--- config.mk ---
export PLATFORM = sky130hd
export DESIGN_NAME = ucie_crc_engine
export DESIGN_NICKNAME = d
export VERILOG_FILES = /design/src/rtl/ucie_pkg.sv /design/src/rtl/ucie_crc_update.sv /design/src/rtl/ucie_crc_engine.sv
export SDC_FILE = /design/constraint.sdc
export NUM_CORES = 2
export LEC_CHECK = 0
export ABC_AREA = 0
export CELL_PAD_IN_SITES_DETAIL_PLACEMENT = 0
export CELL_PAD_IN_SITES_GLOBAL_PLACEMENT = 1
export CORE_MARGIN = 2
export CORE_UTILIZATION = 53
export CTS_CLUSTER_DIAMETER = 60
export CTS_CLUSTER_SIZE = 16
export DETAILED_ROUTE_END_ITERATION = 8
export PLACE_DENSITY_LB_ADDON = 0.1
export SYNTH_ARGS = -nofsm -noshare
export SYNTH_HDL_FRONTEND = slang
export SYNTH_SLANG_ARGS = --single-unit
--- constraint.sdc ---
create_clock -name clk -period 88.5 [get_ports clk]
set_input_delay 8.85 -clock clk [delete_from_list [all_inputs] [get_ports clk]]
set_output_delay 8.85 -clock clk [all_outputs]
set_load 0.1 [all_outputs]
--- src/rtl/ucie_pkg.sv ---
// Shared UCIe types and constants: CRC-32 generator/seed, CRC engine FSM states
// and a byte-wise reference CRC step (MSB-first register, data bit 0 first).
package ucie_pkg;

    localparam logic [31:0] UCIE_CRC32_POLY = 32'h04C11DB7;
    localparam logic [31:0] UCIE_CRC32_INIT = 32'hFFFFFFFF;

    typedef enum logic [1:0] {
        CRC_IDLE,
        CRC_ACCUM,
        CRC_HOLD
    } crc_fsm_t;

    // One data byte, LSB first, no reflection and no final XOR.
    function automatic logic [31:0] calc_crc32(input logic [31:0] crc, input logic [7:0] data);
        logic [31:0] c;
        c = crc;
        for (int unsigned i = 0; i < 8; i++) begin
            if (c[31] ^ data[i]) c = (c << 1) ^ UCIE_CRC32_POLY;
            else                 c = c << 1;
        end
        return c;
    endfunction

endpackage

--- src/rtl/ucie_crc_update.sv ---
// Combinational CRC update over one beat; only the low 8*nbytes bits are
// folded in, and nbytes==0 selects the whole beat.
module ucie_crc_update #(
    parameter int          DATA_WIDTH = 256,
    parameter int          CRC_WIDTH  = 32,
    parameter logic [31:0] POLY       = 32'h04C11DB7,
    localparam int         BW         = ((DATA_WIDTH / 8) > 1) ? $clog2(DATA_WIDTH / 8) : 1
) (
    input  logic [CRC_WIDTH-1:0]  crc_in,
    input  logic [DATA_WIDTH-1:0] data,
    input  logic [BW-1:0]         nbytes,
    output logic [CRC_WIDTH-1:0]  crc_out
);

    logic [31:0]          w_limit;
    logic [CRC_WIDTH-1:0] w_crc;

    always_comb begin
        w_limit = (nbytes == '0) ? 32'(DATA_WIDTH) : (32'(nbytes) << 3);
        w_crc   = crc_in;
        for (int unsigned i = 0; i < DATA_WIDTH; i++) begin
            if (i < w_limit) begin
                if (w_crc[CRC_WIDTH-1] ^ data[i]) w_crc = (w_crc << 1) ^ POLY[CRC_WIDTH-1:0];
                else                               w_crc = w_crc << 1;
            end
        end
        crc_out = w_crc;
    end

endmodule

--- src/rtl/ucie_crc_engine.sv ---
// Streaming frame CRC engine with optional check mode and result hold.
// Define UCIE_CRC_ERR_CNT_EN to add the saturating err_cnt mismatch counter.
module ucie_crc_engine
    import ucie_pkg::*;
#(
    parameter int          DATA_WIDTH = 256,
    parameter int          CRC_WIDTH  = 32,
    parameter logic [31:0] POLY       = UCIE_CRC32_POLY,
    parameter logic [31:0] CRC_INIT   = UCIE_CRC32_INIT,
    localparam int         BW         = ((DATA_WIDTH / 8) > 1) ? $clog2(DATA_WIDTH / 8) : 1
) (
    input  logic                  clk,
    input  logic                  rst_n,
    input  logic                  in_valid,
    output logic                  in_ready,
    input  logic [DATA_WIDTH-1:0] in_data,
    input  logic                  in_sop,
    input  logic                  in_eop,
    input  logic [BW-1:0]         in_bytes,
    input  logic                  in_chk_en,
    input  logic [CRC_WIDTH-1:0]  in_exp_crc,
    output logic                  res_valid,
    input  logic                  res_ready,
    output logic [CRC_WIDTH-1:0]  res_crc,
    output logic                  res_err,
    output logic                  seq_err
`ifdef UCIE_CRC_ERR_CNT_EN
    ,
    output logic [15:0]           err_cnt
`endif
);

    crc_fsm_t             r_state;
    crc_fsm_t             w_state_nxt;
    logic [CRC_WIDTH-1:0] r_crc;
    logic [CRC_WIDTH-1:0] r_res_crc;
    logic                 r_res_err;
    logic                 r_seq_err;
    logic [CRC_WIDTH-1:0] w_seed;
    logic [CRC_WIDTH-1:0] w_crc_nxt;
    logic [BW-1:0]        w_nbytes;
    logic                 w_crc_we;
    logic                 w_res_we;
    logic                 w_seq_viol;

    // SOP always reseeds, which also covers the restart-on-SOP-mid-frame case.
    assign w_seed   = in_sop ? CRC_INIT[CRC_WIDTH-1:0] : r_crc;
    assign w_nbytes = in_eop ? in_bytes : '0;

    ucie_crc_update #(
        .DATA_WIDTH (DATA_WIDTH),
        .CRC_WIDTH  (CRC_WIDTH),
        .POLY       (POLY)
    ) u_update (
        .crc_in  (w_seed),
        .data    (in_data),
        .nbytes  (w_nbytes),
        .crc_out (w_crc_nxt)
    );

    always_ff @(posedge clk or negedge rst_n) begin
        if (!rst_n) r_state <= CRC_IDLE;
        else        r_state <= w_state_nxt;
    end

    always_comb begin
        w_state_nxt = r_state;
        w_crc_we    = 1'b0;
        w_res_we    = 1'b0;
        w_seq_viol  = 1'b0;
        unique case (r_state)
            CRC_IDLE: begin
                if (in_valid) begin
                    if (in_sop) begin
                        w_crc_we    = 1'b1;
                        w_res_we    = in_eop;
                        w_state_nxt = in_eop ? CRC_HOLD : CRC_ACCUM;
                    end else begin
                        w_seq_viol = 1'b1;
                    end
                end
            end
            CRC_ACCUM: begin
                if (in_valid) begin
                    w_crc_we   = 1'b1;
                    w_seq_viol = in_sop;
                    if (in_eop) begin
                        w_res_we    = 1'b1;
                        w_state_nxt = CRC_HOLD;
                    end
                end
            end
            CRC_HOLD: begin
                if (res_ready) w_state_nxt = CRC_IDLE;
            end
            default: w_state_nxt = CRC_IDLE;
        endcase
    end

    always_ff @(posedge clk or negedge rst_n) begin
        if (!rst_n) begin
            r_crc     <= CRC_INIT[CRC_WIDTH-1:0];
            r_res_crc <= '0;
            r_res_err <= 1'b0;
            r_seq_err <= 1'b0;
        end else begin
            r_seq_err <= w_seq_viol;
            if (w_crc_we) r_crc <= w_crc_nxt;
            if (w_res_we) begin
                r_res_crc <= w_crc_nxt;
                r_res_err <= in_chk_en & (w_crc_nxt != in_exp_crc);
            end
        end
    end

`ifdef UCIE_CRC_ERR_CNT_EN
    logic [15:0] r_err_cnt;
    logic        w_cnt_inc;

    assign w_cnt_inc = (r_state == CRC_HOLD) & res_ready & r_res_err;

    always_ff @(posedge clk or negedge rst_n) begin
        if (!rst_n)                           r_err_cnt <= '0;
        else if (w_cnt_inc && r_err_cnt != '1) r_err_cnt <= r_err_cnt + 16'd1;
    end

    assign err_cnt = r_err_cnt;
`endif

    assign in_ready  = (r_state != CRC_HOLD);
    assign res_valid = (r_state == CRC_HOLD);
    assign res_crc   = r_res_crc;
    assign res_err   = r_res_err;
    assign seq_err   = r_seq_err;

endmodule

[Word-level counts from Yosys, hierarchy flattened]
Index checks and enable logic that the tools add are counted.
Storage, ports and cells
  flip-flop bits (word level): 68
  output and inout bits: 36
  word-level logic and storage cells: 1321
  memories: 0
  latch bits: 0
  memory bits (writable): 0
  input port bits: 300
  memory bits (read-only): 0
Operators by class
  reductions and logical operators: 3
  div/mod/pow operators: 0
  multiply operators: 0
  muxes and demuxes: 535
  bitwise gates (word level): 513
  add/sub/neg operators: 0
  equal/unequal tests: 9
  shifts and indexed selects: 0
  $lt $le $gt $ge: 256
Operators with widths (count)
  2-to-1 mux 32 bit: 257
  2-to-1 mux 27 bit: 256
  less-than comparator 8 x 32 -> 1 bit, first input constant: 128
  NOT 14 bit: 256
  less-than comparator 7 x 32 -> 1 bit, first input constant: 64
  less-than comparator 6 x 32 -> 1 bit, first input constant: 32
  less-than comparator 5 x 32 -> 1 bit, first input constant: 16
  less-than comparator 4 x 32 -> 1 bit, first input constant: 8
  XOR 1 bit: 256
  less-than comparator 3 x 32 -> 1 bit, first input constant: 4
  less-than comparator 1 x 32 -> 1 bit, first input constant: 2
  less-than comparator 2 x 32 -> 1 bit, first input constant: 2
  inequality test 32 bit: 1
  2-to-1 mux 2 bit: 6
  2-to-1 mux 1 bit: 10
  inequality test 2 bit, second input constant: 5
  2-to-1 mux 9 bit: 1
  case mux 1 bit (2 select lines): 3
  case mux 2 bit (3 select lines): 1
  zero test 5 bit: 1
  2-to-1 mux 5 bit: 1
  AND reduction 5 bit: 1
  equality test 2 x 1 -> 1 bit, second input constant: 1
  equality test 2 bit, second input constant: 1
  other kinds (3): 3

[Longest topological paths before layout]
  word-level depth: 772
  mapped depth: 137
  depth with buffers taken out: 119

[Modules after synthesis]
Synthesis repeated with hierarchy kept, for this count alone.
Unflattened totals
  cells, all modules: 6446
  area, all modules: 58068.2 sq um
By module, submodules not included
  ucie_crc_update: seq. area each 0.0 sq um, times used 1, cells an instance 6211, area an instance 54748.8 sq um
  ucie_crc_engine: seq. area each 1741.7 sq um, times used 1, cells an instance 235, area an instance 3319.4 sq um

[Least setup slack after synthesis]
Ideal clock, no wire load.
  path type: input to register
  start point: in in_data[0]
  end point: reg r_res_err (netlist: res_err)
  data arrival time: 43944 ps
  stages on the path: 121
  path slack: 44420 ps
  cells stage by stage: buf_2 > xnor2_1 > nor3_1 > or4_1 > a31oi_1 > xnor2_1 > xor3_1 > or2_1 > buf_2 > o211ai_4 > xnor2_2 > xnor3_2 > a21oi_2 > xnor3_1 > xor2_1 > mux2i_2 > xnor3_2 > xnor3_1 > (+85 left out) > xor3_1 > a31oi_2 > xnor2_2 > xor3_2 > xnor2_1 > xor2_1 > a21oi_2 > xnor3_1 > xnor2_2 > mux2i_4 > xnor2_4 > xnor3_1 > mux2i_1 > xor2_1 > o211ai_1 > or4_1 > nor4_1 > a31oi_1
RTL lines
  from (decl): RTL line ucie_crc_engine.sv:16  | input logic [DATA_WIDTH-1:0] in_data,
  to (signal assigned): RTL line ucie_crc_engine.sv:111  | r_res_err <= in_chk_en & (w_crc_nxt != in_exp_crc);
  to (decl): RTL line ucie_crc_engine.sv:37  | logic r_res_err;

==> flow_metrics.py <==
metrics = {
    "outcome": {
        "outcome": "complete, no violations",
    },
    "setup_path": {
        "critPathSlowestCell": "nor2_1",
        "crit_arrival_ps": 54270,
        "crit_top_cell": "xnor3_1",
        "cp_max_fo": 28,
        "slowest_delay_ps": 980,
        "crit_type": "in -> reg",
        "cp.required_ps": 88700,
        "worstSetupStartpointType": "input port",
        "worstSetupEndpointType": "flip-flop",
    },
    "place": {
        "hpwl_um": 203000,
        "place.gp.congestion": 1.00,
        "numPortBuffers": 335,
    },
    "worst_hold_path": {
        "hp-class": "reg -> reg",
    },
    "floorplan": {
        "die_area_um2": 123000,
        "core_um2": 120000,
        "die_w_um": 351,
        "start_util": 0.532,
        "fp.dieH_um": 351,
        "io_pins": 336,
        "rows": 127,
    },
    "grt": {
        "grt_max_degree": 70,
        "grt_usage": 0.385,
        "grt_pass1_wl_um": 358000,
        "grt_pass1_vias": 53174,
        "grt_overflow": 0,
        "antenna_found_initial": 24,
    },
    "sta": {
        "min_period_ps": 54080,
        "tightestPinTransition_ps": 1350,
        "finalMaxSlewViolations": 0,
        "fin_skew_ps": 3.79,
        "grt_setup_unrepaired": "no",
        "max_slew_margin": 0.0965,
        "fmax_mhz": 18.5,
        "fin_crit_sh": 0.611,
        "final.setup.tns_ps": 0,
        "setup_viol_count_final": 0,
        "finalHoldViolCount": 0,
        "holdWs_ps": 460,
    },
    "yosys": {
        "synth.distinct_cells": 145,
        "async_flop_share": 1.00,
        "synth_edf_count": 0,
        "synth_fa_ha_area_frac": 0,
        "yosysSeqAreaShare": 0.0273,
        "synth_seq_cells": 68,
        "synth_top_family_by_area": "XOR/XNOR gates",
        "yosysMostFrequentCell": "xnor2_1",
        "synth_mux_area_frac": 0.0485,
        "yosysTopAreaCellShare": 0.215,
        "syn-num-nets": 7772,
        "synthSimpleGateAreaFrac": 0.140,
        "ys_warn_count": 0,
        "synthCells": 7472,
        "synthTopCellsByArea": "xnor2_1, xnor3_1, xor2_1",
        "synth_compound_area_frac": 0.173,
        "synth_top_flop_cell": "dfrtp_1",
        "yosys.area.top_type": "xnor2_1",
        "yosys-top-cells-count": "xnor2_1, nor2_1, xor2_1",
        "netlist_area_um2": 63700,
        "synthXorXnorAreaFrac": 0.576,
        "syn_avg_cell_area_um2": 8.53,
    },
    "clocking": {
        "cts_tree": "done",
        "clk_latency_ps": 330,
        "cts_made_buffers": 9,
        "h-tree-depth": 3,
        "clock_sinks": 68,
        "cts_max_path_buffers": 2,
        "cts_resized": 0,
        "cts_root_buffer": "clkbuf_16",
        "clk_pin_slew_worst_paths_ps": 50,
        "cts_setup_buffers": 0,
        "cts_hold_buf": 0,
    },
    "detailed_routing": {
        "wire_per_inst_um": 27.1,
        "viasPerCell": 6.29,
        "ant_nets": 0,
        "drc": 0,
        "drt_wl_total_um": 246000,
        "drt_iter0_drc": 7377,
        "firstDrtPassIters": 6,
        "vias": 57144,
    },
    "layout": {
        "area_delta_synth_final_pct": 7.65,
        "final_nets": 7760,
        "drive_above_1_share": 0.0835,
        "fillers": 11082,
    },
    "run": {
        "maxCapViolations": 0,
    },
}
## critical path, delay by kind of cell
family / cells / cell delay [ps]
XOR/XNOR: 56 / 22400
AO/OA/AOI/OAI: 39 / 14910
buffers and inverters: 2 / 1090
multiplexers: 5 / 1930
AND/OR/NAND/NOR: 16 / 4970
## final timing paths
path	start	to	slack (ps)	cells past startpoint
worst min register to register	r_state[1]	r_state[0]	460	1
min in group asynchronous	rst_n	res_crc[20]	8710	2
worst max-delay path	in_data[2]	res_err	34420	118
worst min-delay path	r_state[1]	r_state[0]	460	1
max in group asynchronous	rst_n	res_crc[19]	79250	2
worst max register to register	r_crc[26]	res_err	42780	117
## state kept, by name, summed over array words and instances (netlist names)
signal / count
res_crc: 32
r_state: 2
res_err: 1
r_crc: 32
seq_err: 1
## cell usage in the layout (no fill, tap or decap), types with 32 or more instances in the layout
cell / n
a211oi_1: 77
a21oi_1: 558
a21oi_2: 52
a31oi_1: 47
and2_1: 91
and3_1: 47
buf_4: 123
clkdlybuf4s50_1: 332
dfrtp_1: 36
dfstp_2: 32
inv_1: 66
mux2i_1: 247
nand2_1: 543
nand2b_1: 36
nand3_1: 104
nor2_1: 699
nor3_1: 112
o211ai_1: 59
o21a_1: 51
o21ai_0: 304
o21ai_1: 70
or3_1: 64
xnor2_1: 1565
xnor2_2: 87
xnor3_1: 538
xor2_1: 602
xor3_1: 102
## cells by family (layout without fill, tap and decap cells)
group                  count (synthesis)  in the layout
XOR/XNOR                            2969           2969
AO/OA/AOI/OAI                       1662           1662
flip-flops                            68             68
multiplexers                         294            294
other                                  0              9
buffers and inverters                551            544
AND/OR/NAND/NOR                     1928           1928
## metal layers
| layer | share of wire | global-route usage | up-vias |
|---|---|---|---|
| met5 | 0.00074 | 0 | - |
| met4 | 0.028 | 0.0912 | 30 |
| met3 | 0.10 | 0.0576 | 397 |
| met2 | 0.44 | 0.603 | 3059 |
| met1 | 0.43 | 0.556 | 27746 |
| li1 | - | - | 25912 |
## per-stage QoR
stage | std cells | setup WS [ps] | cell area (um2) | util
after floorplan | 7472 | 44420 | 63700 | -
after global placement | 9060 | 34780 | 68200 | 0.570
after detailed placement | 9061 | 35170 | 68300 | 0.570
after CTS | 9077 | 35320 | 68600 | 0.573
after global routing | 9080 | 33000 | 68600 | 0.573
final | 9086 | 34420 | 68600 | 0.573
## cell type report
type,instances,area (um2),share of cell area
Inverter,69,259,0.00378
Clock buffer,15,289,0.00421
Clock inverter,1,5.00,0.0000730
Antenna cell,9,22.5,0.000328
Timing Repair Buffer,459,4270,0.0623
Tap cell,1612,2020,0.0294
Sequential cell,68,1740,0.0254
Multi-Input combinational cell,6853,60000,0.874
Power is not shown: default switching activity piles up to over one toggle a cycle in this logic, so the estimate is an artifact.
